--- config.mk ---
export PLATFORM = sky130hd
export DESIGN_NAME = input_debounce_conditioner
export DESIGN_NICKNAME = d
export VERILOG_FILES = /design/src/rtl/input_debounce_conditioner.sv
export SDC_FILE = /design/constraint.sdc
export NUM_CORES = 1
export LEC_CHECK = 0
export CAP_MARGIN = 0
export CORE_MARGIN = 1
export CORE_UTILIZATION = 52
export CTS_CLUSTER_SIZE = 16
export DETAILED_ROUTE_END_ITERATION = 10
export HOLD_SLACK_MARGIN = 0.08
export PLACE_DENSITY = 0.81
export RECOVER_POWER = 100
export SETUP_SLACK_MARGIN = 0.05
export SYNTH_ARGS = -nofsm -noshare
export SYNTH_HDL_FRONTEND = slang
export SYNTH_SLANG_ARGS = --single-unit
export TNS_END_PERCENT = 100
--- constraint.sdc ---
create_clock -name clk -period 2.6 [get_ports clk]
set_input_delay 0.78 -clock clk [delete_from_list [all_inputs] [get_ports clk]]
set_output_delay 0.78 -clock clk [all_outputs]
set_load 0.01 [all_outputs]
--- src/rtl/input_debounce_conditioner.sv ---
// Synchronises a raw asynchronous input, then qualifies each level change over
// STABLE_CYCLES identical samples. Emits a clean level, rise/fall strobes and a glitch count.
module input_debounce_conditioner #(
    parameter int unsigned SYNC_STAGES   = 2,
    parameter int unsigned STABLE_CYCLES = 4,
    parameter int unsigned GLITCH_CNT_W  = 8
) (
    input  logic                    clk,
    input  logic                    rst,
    input  logic                    a_async,
    input  logic                    clear_glitch,
    output logic                    level,
    output logic                    rise,
    output logic                    fall,
    output logic                    busy,
    output logic [GLITCH_CNT_W-1:0] glitch_cnt
);

    localparam int unsigned CNT_W = $clog2(STABLE_CYCLES + 1);
    localparam logic [CNT_W-1:0] CNT_LAST = CNT_W'(STABLE_CYCLES - 1);
    localparam logic [GLITCH_CNT_W-1:0] GLITCH_MAX = '1;

    typedef enum logic [1:0] {
        S_LOW   = 2'd0,
        S_CHK_H = 2'd1,
        S_HIGH  = 2'd2,
        S_CHK_L = 2'd3
    } state_t;

    state_t                 state;
    logic [SYNC_STAGES-1:0] sync_q;
    logic [CNT_W-1:0]       cnt;
    logic                   a_s;
    logic                   abort;

    // Metastability chain; only the last stage is trusted.
    always_ff @(posedge clk) begin
        if (rst) begin
            sync_q <= '0;
        end else begin
            sync_q <= {sync_q[SYNC_STAGES-2:0], a_async};
        end
    end

    assign a_s   = sync_q[SYNC_STAGES-1];
    assign busy  = (state == S_CHK_H) || (state == S_CHK_L);
    assign abort = ((state == S_CHK_H) && !a_s) || ((state == S_CHK_L) && a_s);

    // Qualification FSM; strobes default low so they last exactly one cycle.
    always_ff @(posedge clk) begin
        if (rst) begin
            state <= S_LOW;
            cnt   <= '0;
            level <= 1'b0;
            rise  <= 1'b0;
            fall  <= 1'b0;
        end else begin
            rise <= 1'b0;
            fall <= 1'b0;
            case (state)
                S_LOW: begin
                    if (a_s) begin
                        if (STABLE_CYCLES == 1) begin
                            state <= S_HIGH;
                            level <= 1'b1;
                            rise  <= 1'b1;
                        end else begin
                            state <= S_CHK_H;
                            cnt   <= CNT_W'(1);
                        end
                    end
                end
                S_CHK_H: begin
                    if (!a_s) begin
                        state <= S_LOW;
                        cnt   <= '0;
                    end else if (cnt == CNT_LAST) begin
                        state <= S_HIGH;
                        cnt   <= '0;
                        level <= 1'b1;
                        rise  <= 1'b1;
                    end else begin
                        cnt <= cnt + CNT_W'(1);
                    end
                end
                S_HIGH: begin
                    if (!a_s) begin
                        if (STABLE_CYCLES == 1) begin
                            state <= S_LOW;
                            level <= 1'b0;
                            fall  <= 1'b1;
                        end else begin
                            state <= S_CHK_L;
                            cnt   <= CNT_W'(1);
                        end
                    end
                end
                S_CHK_L: begin
                    if (a_s) begin
                        state <= S_HIGH;
                        cnt   <= '0;
                    end else if (cnt == CNT_LAST) begin
                        state <= S_LOW;
                        cnt   <= '0;
                        level <= 1'b0;
                        fall  <= 1'b1;
                    end else begin
                        cnt <= cnt + CNT_W'(1);
                    end
                end
                default: begin
                    state <= S_LOW;
                    cnt   <= '0;
                end
            endcase
        end
    end

    // Saturating abort counter; clear takes priority over a same-cycle abort.
    always_ff @(posedge clk) begin
        if (rst || clear_glitch) begin
            glitch_cnt <= '0;
        end else if (abort && (glitch_cnt != GLITCH_MAX)) begin
            glitch_cnt <= glitch_cnt + GLITCH_CNT_W'(1);
        end
    end

endmodule

======== Word-level counts from Yosys, hierarchy flattened ========
Cells that the tools add are included.
word-level totals
  register bits after elaboration ......... 18
  logic and storage cells ................. 58
  memories kept ........................... 0
  latch bits .............................. 0
  bits in writable memories ............... 0
  bits in read-only memories .............. 0
  output and inout port bits .............. 12
  input bits .............................. 4
cells by class
  eq/ne operators ......................... 13
  multiply operators ...................... 0
  bitwise logic cells ..................... 3
  $add $sub $neg .......................... 2
  div/mod/pow operators ................... 0
  mux-type cells .......................... 19
  magnitude comparators ................... 0
  shifts and indexed selects .............. 0
  reduce and logical (&&, ||, !) cells .... 14
operators by type and width
  kind                 number
  $mux 3               5
  $mux 2               6
  $pmux 3 s4           1
  $add 8x1->8 const B  1
  $ne 2x2->1 const B   4
  $ne 8x8->1 const B   1
  $pmux 2 s4           1
  $ne 3x2->1 const B   2
  $reduce_or 3->1      2
  $mux 1               5
  $reduce_and 5->1     1
  $eq 2x2->1 const B   2
  $ne 2x1->1 const B   2
  $reduce_and 4->1     1
  $add 3x1->3 const B  1
  $eq 3x2->1 const B   1
  $logic_and 1x1->1    3
  $logic_or 1x1->1     3
  $not 1->1            3
  $eq 2x1->1 const B   1
  $logic_not 2->1      1
  $pmux 1 s2           1
  $reduce_and 2->1     1
  $reduce_bool 2->1    1
  $logic_not 1->1      1

======== Logic depth before layout (Yosys ltp) ========
Gate-level depths: netlist of run 1.
  depth in word-level cells ............... 4
  mapped depth ............................ 5

======== Worst setup path before layout of run 1 ========
No wires, ideal clock.
  path kind ............................... reg-to-output
  start point ............................. register state[0]
  end point ............................... output busy
  data arrival time ....................... 720 ps
  buffers on the path ..................... 2
  cell stages (with the launch flop) ...... 3
  slack ................................... 1100 ps
  required time ........................... 1820 ps
  cell sequence ........................... dfxtp_1 clkbuf_1 clkbuf_1
on the way
  cells in the longest elaborated chain, start to end .. 2
  elaborated cells on any way between the ends .. 3
  those cells by class .................... eq/ne (2); reduce/logical (1)
ends and longest elaborated chain
  item                                             line  text
  start: declaration                               30    state_t state;
  start signal: assignment                         52    state <= S_LOW;
  start signal: assignment                         64    state <= S_HIGH;
  start signal: assignment                         68    state <= S_CHK_H;
  $eq 2x1->1 / $eq 2x2->1 (equally long branches)  46    assign busy = (state == S_CHK_H) || (state == S_CHK_L);
  $logic_or 1x1->1 (*)                             46
  end: declaration                                 15    output logic busy,
Every way passes the cells marked *; elsewhere a longest branch is shown, timed or not.

======== Final worst setup path of run 1 ========
Same ends and word-level chain as after synthesis.

==> out/metrics.sh, run 1 <==
RUN_STATUS='finished clean'
CP_SLOWEST_STAGE_DELAY_PS=620
CRIT_ARRIVAL_PS=1390
POST_CTS_HOLD_BUFFER_COUNT=0
MIN_DELAY_PATH_DEPTH=1
FINALCRITPERIODSHARE_PCT=83.6
TIMING.CRITICAL_PATH.TO_TYPE='primary output'
SYNTH_TOP_AREA_SHARE_PCT=45.5
YS_TYPES=30
SYNTH_SEQ_CELLS=18
MAXSLEWVIOLCOUNT=0
GR-TOTAL-OVERFLOW=0
ANT_DIODES=0
FINAL_LAYOUT_SIZE_SUFFIX_GT1_SHARE_PCT=7.77
GP_CONGESTION=0.669
MIN_TO='sync_q[1]'
WORSTHOLDSTART='sync_q[0]'
SEQ_AREA_FRAC_SYNTH_PCT=45.5
CAP_VIOL_MAX_COUNT=0
DETAIL_ROUTE.FIRST_PASS.ITERATIONS=4
FLOW.AREA_GROWTH_FROM_SYNTHESIS_PCT=24.8
SETUP_VIOLATIONS=0
DRC_ERRORS=0
SYNTH.NET_COUNT=93
MAX_SLEW_HEADROOM_PCT=70.6
IO_BUFFERS=15
PRECTSSETUPSLACK_PS=772
POSTROUTEANTENNANETS=0
CTSRESIZECOUNT=0
FIRST_GLOBAL_VIAS=573
GRT_FIRST_PASS_WIRELENGTH_UM=2410
SYNTH.CELL_AREA_UM2=792
ASYNC_FLOP_SHARE_PCT=0
START_KIND='flip-flop'
NUMCTSBUFFERS=3
REG2REG_FROM='glitch_cnt[0]'
HOLDCRITPATHCLASS='reg -> reg'
GR-USAGE-ALL-LAYERS_PCT=22.8
FINAL-HOLD-VIOLATION-COUNT=0
PLACEDCELLCOUNT=114
TIMING.SETUP.TNS_PS=0
POWER_PER_CELL_AREA_nW_PER_UM2=490
LAYOUTNONFILLERINSTCOUNT=118
YOSYS.CELL_COUNT.TOP_TYPE='sky130_fd_sc_hd__dfxtp_1'
GRT_START_MAX_NET_PINS=13
HOLD_SLACK_PS=463
CTS_TREE='built'
TIGHTESTPINTRANSITION_PS=441
PLACE_HPWL_UM=1120
STATIC-LEAKAGE-POWER_nW=0.384
CLOCK_TREE.HTREE_LEVEL_COUNT=1
CRITICAL_PATH.TOP_DELAY_FAMILY='buffers and inverters'
FP.COREAREA_UM2=1370
FINISH.UTILIZATION_PCT=72.3
WORST_CLOCK_SKEW_PS=4.37
TIMING.FINAL.WS_SETUP_PS=426
TIMING.FINAL.CRIT_PERIOD_PS=2170
SYNTH_ENABLE_FLOP_CELLS=0
INITIAL_ANTENNA_VIOLATION_COUNT=0
CLK_PIN_SLEW_PS=100
TIMING.REG2REG.SETUP_SLACK_PS=1040
DRT-WIRELENGTH-PER-CELL_UM=13.1
DIEAREA_UM2=1680
YOSYSWARNINGCOUNT=0
POSTSYNTH.TOPFLOPCELL='sky130_fd_sc_hd__dfxtp_1'
CLKLATENCYLATEPIN_PS=300
POST-SYNTH-TOP-AREA-CELL='sky130_fd_sc_hd__dfxtp_1'
DIE_WIDTH_UM=41.0
WORST_IR_DROP_VDD_mV=0.469
UNREPAIRED_SETUP_ENDPOINTS_AFTER_GLOBAL_ROUTING='false'
SYN-INSTANCE-COUNT=87
DETAIL_ROUTE.VIAS_PER_CELL=5.73
PLACEDINSTANCEAREA_UM2=956
TIMING.CRITICAL_PATH.REQUIRED_PS=1820
FIN_AREA_UM2=988
POST_SYNTH_MAIN_AREA_CONTRIBUTORS='sky130_fd_sc_hd__dfxtp_1, sky130_fd_sc_hd__a21oi_1, sky130_fd_sc_hd__nor2_1'
TIMING.RR.END='glitch_cnt[6]'
SYN_AREA_PER_CELL_UM2=9.10
FINALNETCOUNT=110
VIAS=676
POST-CTS-SETUP-BUFFER-COUNT=0
POST_SYNTH_MOST_FREQUENT_CELLS='sky130_fd_sc_hd__dfxtp_1, sky130_fd_sc_hd__a21oi_1, sky130_fd_sc_hd__nor2_1'
TIMING.SETUP.CRITICAL_PATH_CLASS='reg -> out'
PORTS_PLACED_ON_THE_BOUNDARY=16
CHIPHEIGHT_UM=41.0
CRIT_BUF_INV=2
PATH_CELLS='buf_4 > dlygate4sd3_1'
CTS.ROOT.BUFFER_CELL='sky130_fd_sc_hd__clkbuf_4'
CLOCK_PATH_BUFFERS=2
CTS_NUM_SINKS=18
TOTALPOWERFINAL_mW=0.485
WORST-PATH-MAX-FANOUT=12
DETAIL_ROUTE.ITER0.VIOLATIONS=10
MAX_FREQ_MHz=460
SLOWEST_STAGE='sky130_fd_sc_hd__dlygate4sd3_1'
DETAIL_ROUTE.WIRELENGTH_UM=1550
REG2REGPATHDEPTH=5
EFFECTIVE_UTILIZATION_AT_FLOORPLAN_PCT=58.0
FP-ROW-COUNT=13
==> cell usage in the layout (no fill, tap or decap), types with 2 or more instances in the layout <==
cell	netlist	layout
sky130_fd_sc_hd__clkbuf_4	0	3
sky130_fd_sc_hd__nand4_1	3	3
sky130_fd_sc_hd__o31ai_1	2	2
sky130_fd_sc_hd__nand3_1	3	3
sky130_fd_sc_hd__a21oi_1	8	8
sky130_fd_sc_hd__clkdlybuf4s50_1	0	2
sky130_fd_sc_hd__nor4b_1	2	2
sky130_fd_sc_hd__o21ai_0	5	5
sky130_fd_sc_hd__nor3b_1	2	2
sky130_fd_sc_hd__nor2_1	8	8
sky130_fd_sc_hd__nor2b_1	3	3
sky130_fd_sc_hd__dfxtp_1	18	18
sky130_fd_sc_hd__xor2_1	3	3
sky130_fd_sc_hd__ha_1	2	2
sky130_fd_sc_hd__nand2_1	7	7
sky130_fd_sc_hd__or4_1	2	2
sky130_fd_sc_hd__dlygate4sd3_1	0	13
sky130_fd_sc_hd__or2_0	1	2
==> cell families (layout without fill, tap and decap cells) <==
kind of cell	Yosys count	count (layout)	share of synthesized area, %
compound gates	18	18	12.8
xor+xnor	4	4	6.79
fa+ha+maj	2	2	3.16
buf+inv	5	21	2.53
flops	18	18	45.5
mux	1	1	1.26
simple gates	39	39	28.0
==> flip-flops by register name, indices dropped and copies added, names as in the netlist, named ones only <==
register and flops:
cnt 3, fall 1, glitch_cnt 8, level 1, rise 1, state 1
sync_q 2
==> worst reg2reg max path, cell delays in order, from the launching register on <==
cell	delay [ps]
sky130_fd_sc_hd__dfxtp_1	410
sky130_fd_sc_hd__ha_1	260
sky130_fd_sc_hd__and3_1	180
sky130_fd_sc_hd__nand4_1	150
sky130_fd_sc_hd__or3_1	350
sky130_fd_sc_hd__a21oi_1	150
==> where the power goes <==
group          internal, mW  total (mW)  switching (mW)
sequential            0.280       0.284         0.00375
clock                0.0854       0.174          0.0882
combinational        0.0138      0.0272          0.0134
==> how the worst max path moves through the flow <==
| stage | from | end | cells after the start |
|---|---|---|---|
| CTS | glitch_cnt[3] | glitch_cnt[3] | 1 |
| global route | glitch_cnt[3] | glitch_cnt[3] | 1 |
| floorplan | state[0] | busy | 2 |
| detailed placement | rst | glitch_cnt[2] | 3 |
| finish | state[0] | busy | 2 |
| global placement | rst | glitch_cnt[2] | 3 |
==> metal layers <==
layer	track usage [%]	up-vias	share of wire (%)
met2	41.0	20	47
met1	24.3	305	47
li1	-	346	-
met4	12.5	0	2.3
met3	4.89	5	3.5
met5	0	-	0
==> cell type report <==
cell class | count | area [µm²]
multi-input cells | 64 | 412
fillers | 109 | 378
flip-flops and latches | 18 | 360
repair buffers | 17 | 161
clock buffers | 4 | 36.3
well taps | 15 | 18.8
Note: power is estimated with default switching activity, not from simulation.
==> run 2, diff against run 1 <==
Settings changed: CORE_UTILIZATION 52 to 43, PLACE_DENSITY 0.81 to 0.71.
Clock period 2.6 ns to 1.7 ns, I/O delays scaled along.
==> out/metrics.sh, run 2 (synthesized netlist as in run 1, its figures left out) <==
TIMING.SETUP.CRITICAL_PATH_CLASS='reg -> out'
CTSRESIZECOUNT=18  # +18
POWER.SHARE.COMBINATIONAL_PCT=5.4  # -0.2 points
WORST_IR_DROP_VDD_mV=0.489  # +4.3%
TIMING.SETUP.TNS_PS=0  # unchanged
TOTALPOWERFINAL_mW=0.736  # +52%
DETAIL_ROUTE.FIRST_PASS.ITERATIONS=4  # unchanged
PATH_CELLS='dlygate4sd2_1'
CRIT_BUF_INV=1  # -1
LARGEST_REG_FLOPS=8  # unchanged
MAXSLEWVIOLCOUNT=0  # unchanged
START_KIND='flip-flop'
GP_CONGESTION=0.788  # +18%
HOLDCRITPATHCLASS='reg -> reg'
FP.COREAREA_UM2=1730  # +26%
DRC_ERRORS=0  # unchanged
CHIPHEIGHT_UM=44.9  # +9.5%
FP-ROW-COUNT=15  # +2
MOST-COMMON-LAYOUT-CELLS='sky130_fd_sc_hd__dfxtp_1, sky130_fd_sc_hd__dlygate4sd2_1, sky130_fd_sc_hd__nor2_1, sky130_fd_sc_hd__a21oi_1, sky130_fd_sc_hd__nand2_1'
FLOW.AREA_GROWTH_FROM_SYNTHESIS_PCT=25.6
CRIT_ARRIVAL_PS=1060  # -330 ps
TIMING.CRITICAL_PATH.REQUIRED_PS=1190  # -630 ps
GRT_START_MAX_NET_PINS=11  # -2
SWITCHINGPOWER_mW=0.157  # +49%
NUMCTSBUFFERS=3  # unchanged
GR-TOTAL-OVERFLOW=0  # unchanged
PLACE_HPWL_UM=1060  # -5.4%
LAYOUTNONFILLERINSTCOUNT=129  # +9.3%
REGISTERS.TOP_BY_FF_COUNT='glitch_cnt'
CLKLATENCYLATEPIN_PS=290  # about the same
DETAIL_ROUTE.VIAS_PER_CELL=5.09  # -11%
RUN_STATUS='finished clean'
SLOWEST_STAGE='sky130_fd_sc_hd__dfxtp_1'
SETUP_VIOLATIONS=0  # unchanged
CLOCK_PATH_BUFFERS=2  # unchanged
FINALNETCOUNT=111  # +0.91%
PORTS_PLACED_ON_THE_BOUNDARY=16  # unchanged
TIMING.FINAL.CRIT_PERIOD_PS=1570
DIE_WIDTH_UM=44.9  # +9.5%
INTERNAL-POWER_mW=0.579  # +53%
LARGEST_REGISTERS='glitch_cnt (8), cnt (3), sync_q (2)'
CLK_PIN_SLEW_PS=100  # about the same
CTS_NUM_SINKS=18  # unchanged
ANT_DIODES=0  # unchanged
FINAL_COMMON_CELL='sky130_fd_sc_hd__dfxtp_1'
FINAL-HOLD-VIOLATION-COUNT=0  # unchanged
WORST_CLOCK_SKEW_PS=4.23  # -0.139 ps
TIGHTESTPINTRANSITION_PS=406  # -35.4 ps
EFFECTIVE_UTILIZATION_AT_FLOORPLAN_PCT=45.9  # -12 points
HOLD_SLACK_PS=447  # -15.5 ps
CAP_VIOL_MAX_COUNT=0  # unchanged
TIMING.CRITICAL_PATH.TO_TYPE='primary output'
POSTROUTEANTENNANETS=0  # unchanged
POST-CTS-SETUP-BUFFER-COUNT=0  # unchanged
POWER_PER_CELL_AREA_nW_PER_UM2=740  # +51%
NET_SW_SHARE_PCT=21.3  # -0.45 points
VIAS=657  # -2.8%
PROPORTION_OF_POWER_DRAWN_BY_FLIP_FLOPS_AND_LATCHES_PCT=59.1  # +0.5 points
FIRST_GLOBAL_VIAS=594  # +3.7%
WORST-PATH-MAX-FANOUT=8  # -4
DETAIL_ROUTE.WIRELENGTH_UM=1420  # -8.5%
STATIC-LEAKAGE-POWER_nW=0.407  # +5.8%
GRT_FIRST_PASS_WIRELENGTH_UM=2440  # +1.1%
INITIAL_ANTENNA_VIOLATION_COUNT=0  # unchanged
CRITICAL_PATH.TOP_DELAY_FAMILY='flip-flops'
PLACEDCELLCOUNT=125  # +9.6%
IO_BUFFERS=15  # unchanged
FINALCRITPERIODSHARE_PCT=92.4
CTS.ROOT.BUFFER_CELL='sky130_fd_sc_hd__clkbuf_4'
DIEAREA_UM2=2020  # +20%
UNREPAIRED_SETUP_ENDPOINTS_AFTER_GLOBAL_ROUTING='false'
CP_SLOWEST_STAGE_DELAY_PS=470  # -150 ps
POST_CTS_HOLD_BUFFER_COUNT=0  # unchanged
CTS_TREE='built'
MAX_SLEW_HEADROOM_PCT=72.9  # +2.4 points
DETAIL_ROUTE.ITER0.VIOLATIONS=8  # -2
POWER.SHARE.CLOCK_PCT=35.6  # -0.2 points
DRT-WIRELENGTH-PER-CELL_UM=11.0  # -16%
NUM-FILL-CELLS=173  # +59%
GR-USAGE-ALL-LAYERS_PCT=16.5  # -6.3 points
MAX_FREQ_MHz=637
CLOCK_TREE.HTREE_LEVEL_COUNT=1  # unchanged
FINAL_LAYOUT_SIZE_SUFFIX_GT1_SHARE_PCT=10.6  # +2.8 points
[run 2: changes by cell type in the layout (fill, tap and decap cells not counted)]
| cell | previous run | this run |
|---|---|---|
| sky130_fd_sc_hd__or2_2 | 1 | 2 |
| sky130_fd_sc_hd__dfxtp_2 | 0 | 1 |
| sky130_fd_sc_hd__dfxtp_1 | 18 | 17 |
| sky130_fd_sc_hd__dlygate4sd2_1 | 0 | 12 |
| sky130_fd_sc_hd__buf_4 | 1 | 2 |
| sky130_fd_sc_hd__or2_0 | 2 | 1 |
| sky130_fd_sc_hd__dlygate4sd3_1 | 13 | 1 |
[run 2: power groups by stage]
stage	sequential [mW]	combinational [mW]	clock, mW
after floorplan	0.442	0.0273	0
after global routing	0.436	0.0445	0.284
after CTS	0.433	0.0419	0.267
final	0.435	0.0395	0.262
after detailed placement	0.444	0.0440	0
after global placement	0.444	0.0432	0
[run 2: final cells by class]
type	count	area (µm²)	share of cell area [%]
multi-input combinational	64	412	41.4
sequential	18	362	36.4
timing repair buffer	18	154	15.5
clock buffer	4	36.3	3.65
tap	25	31.3	3.14
[run 2: metrics by stage]
stage	setup slack, ps	util [%]	area, µm²
after floorplan	263	-	792
after global placement	158	56.5	976
after detailed placement	110	56.5	976
after CTS	153	58.3	1010
after global routing	55.5	57.6	995
final	130	57.6	995
[run 2: path summary, 6_finish.rpt]
path	startpoint	endpoint	slack, ps	cells after the start
min	sync_q[0]	sync_q[1]	450	1
min reg2reg	sync_q[0]	sync_q[1]	450	1
max reg2reg	glitch_cnt[0]	glitch_cnt[6]	180	5
max	glitch_cnt[3]	glitch_cnt[3]	130	1
[run 2: routing by layer]
| layer | share of wire, % | track usage, % |
|---|---|---|
| met4 | 0.85 | 11.5 |
| met3 | 3.7 | 2.40 |
| met2 | 48 | 28.2 |
| met5 | 0 | 0 |
| met1 | 47 | 19.0 |
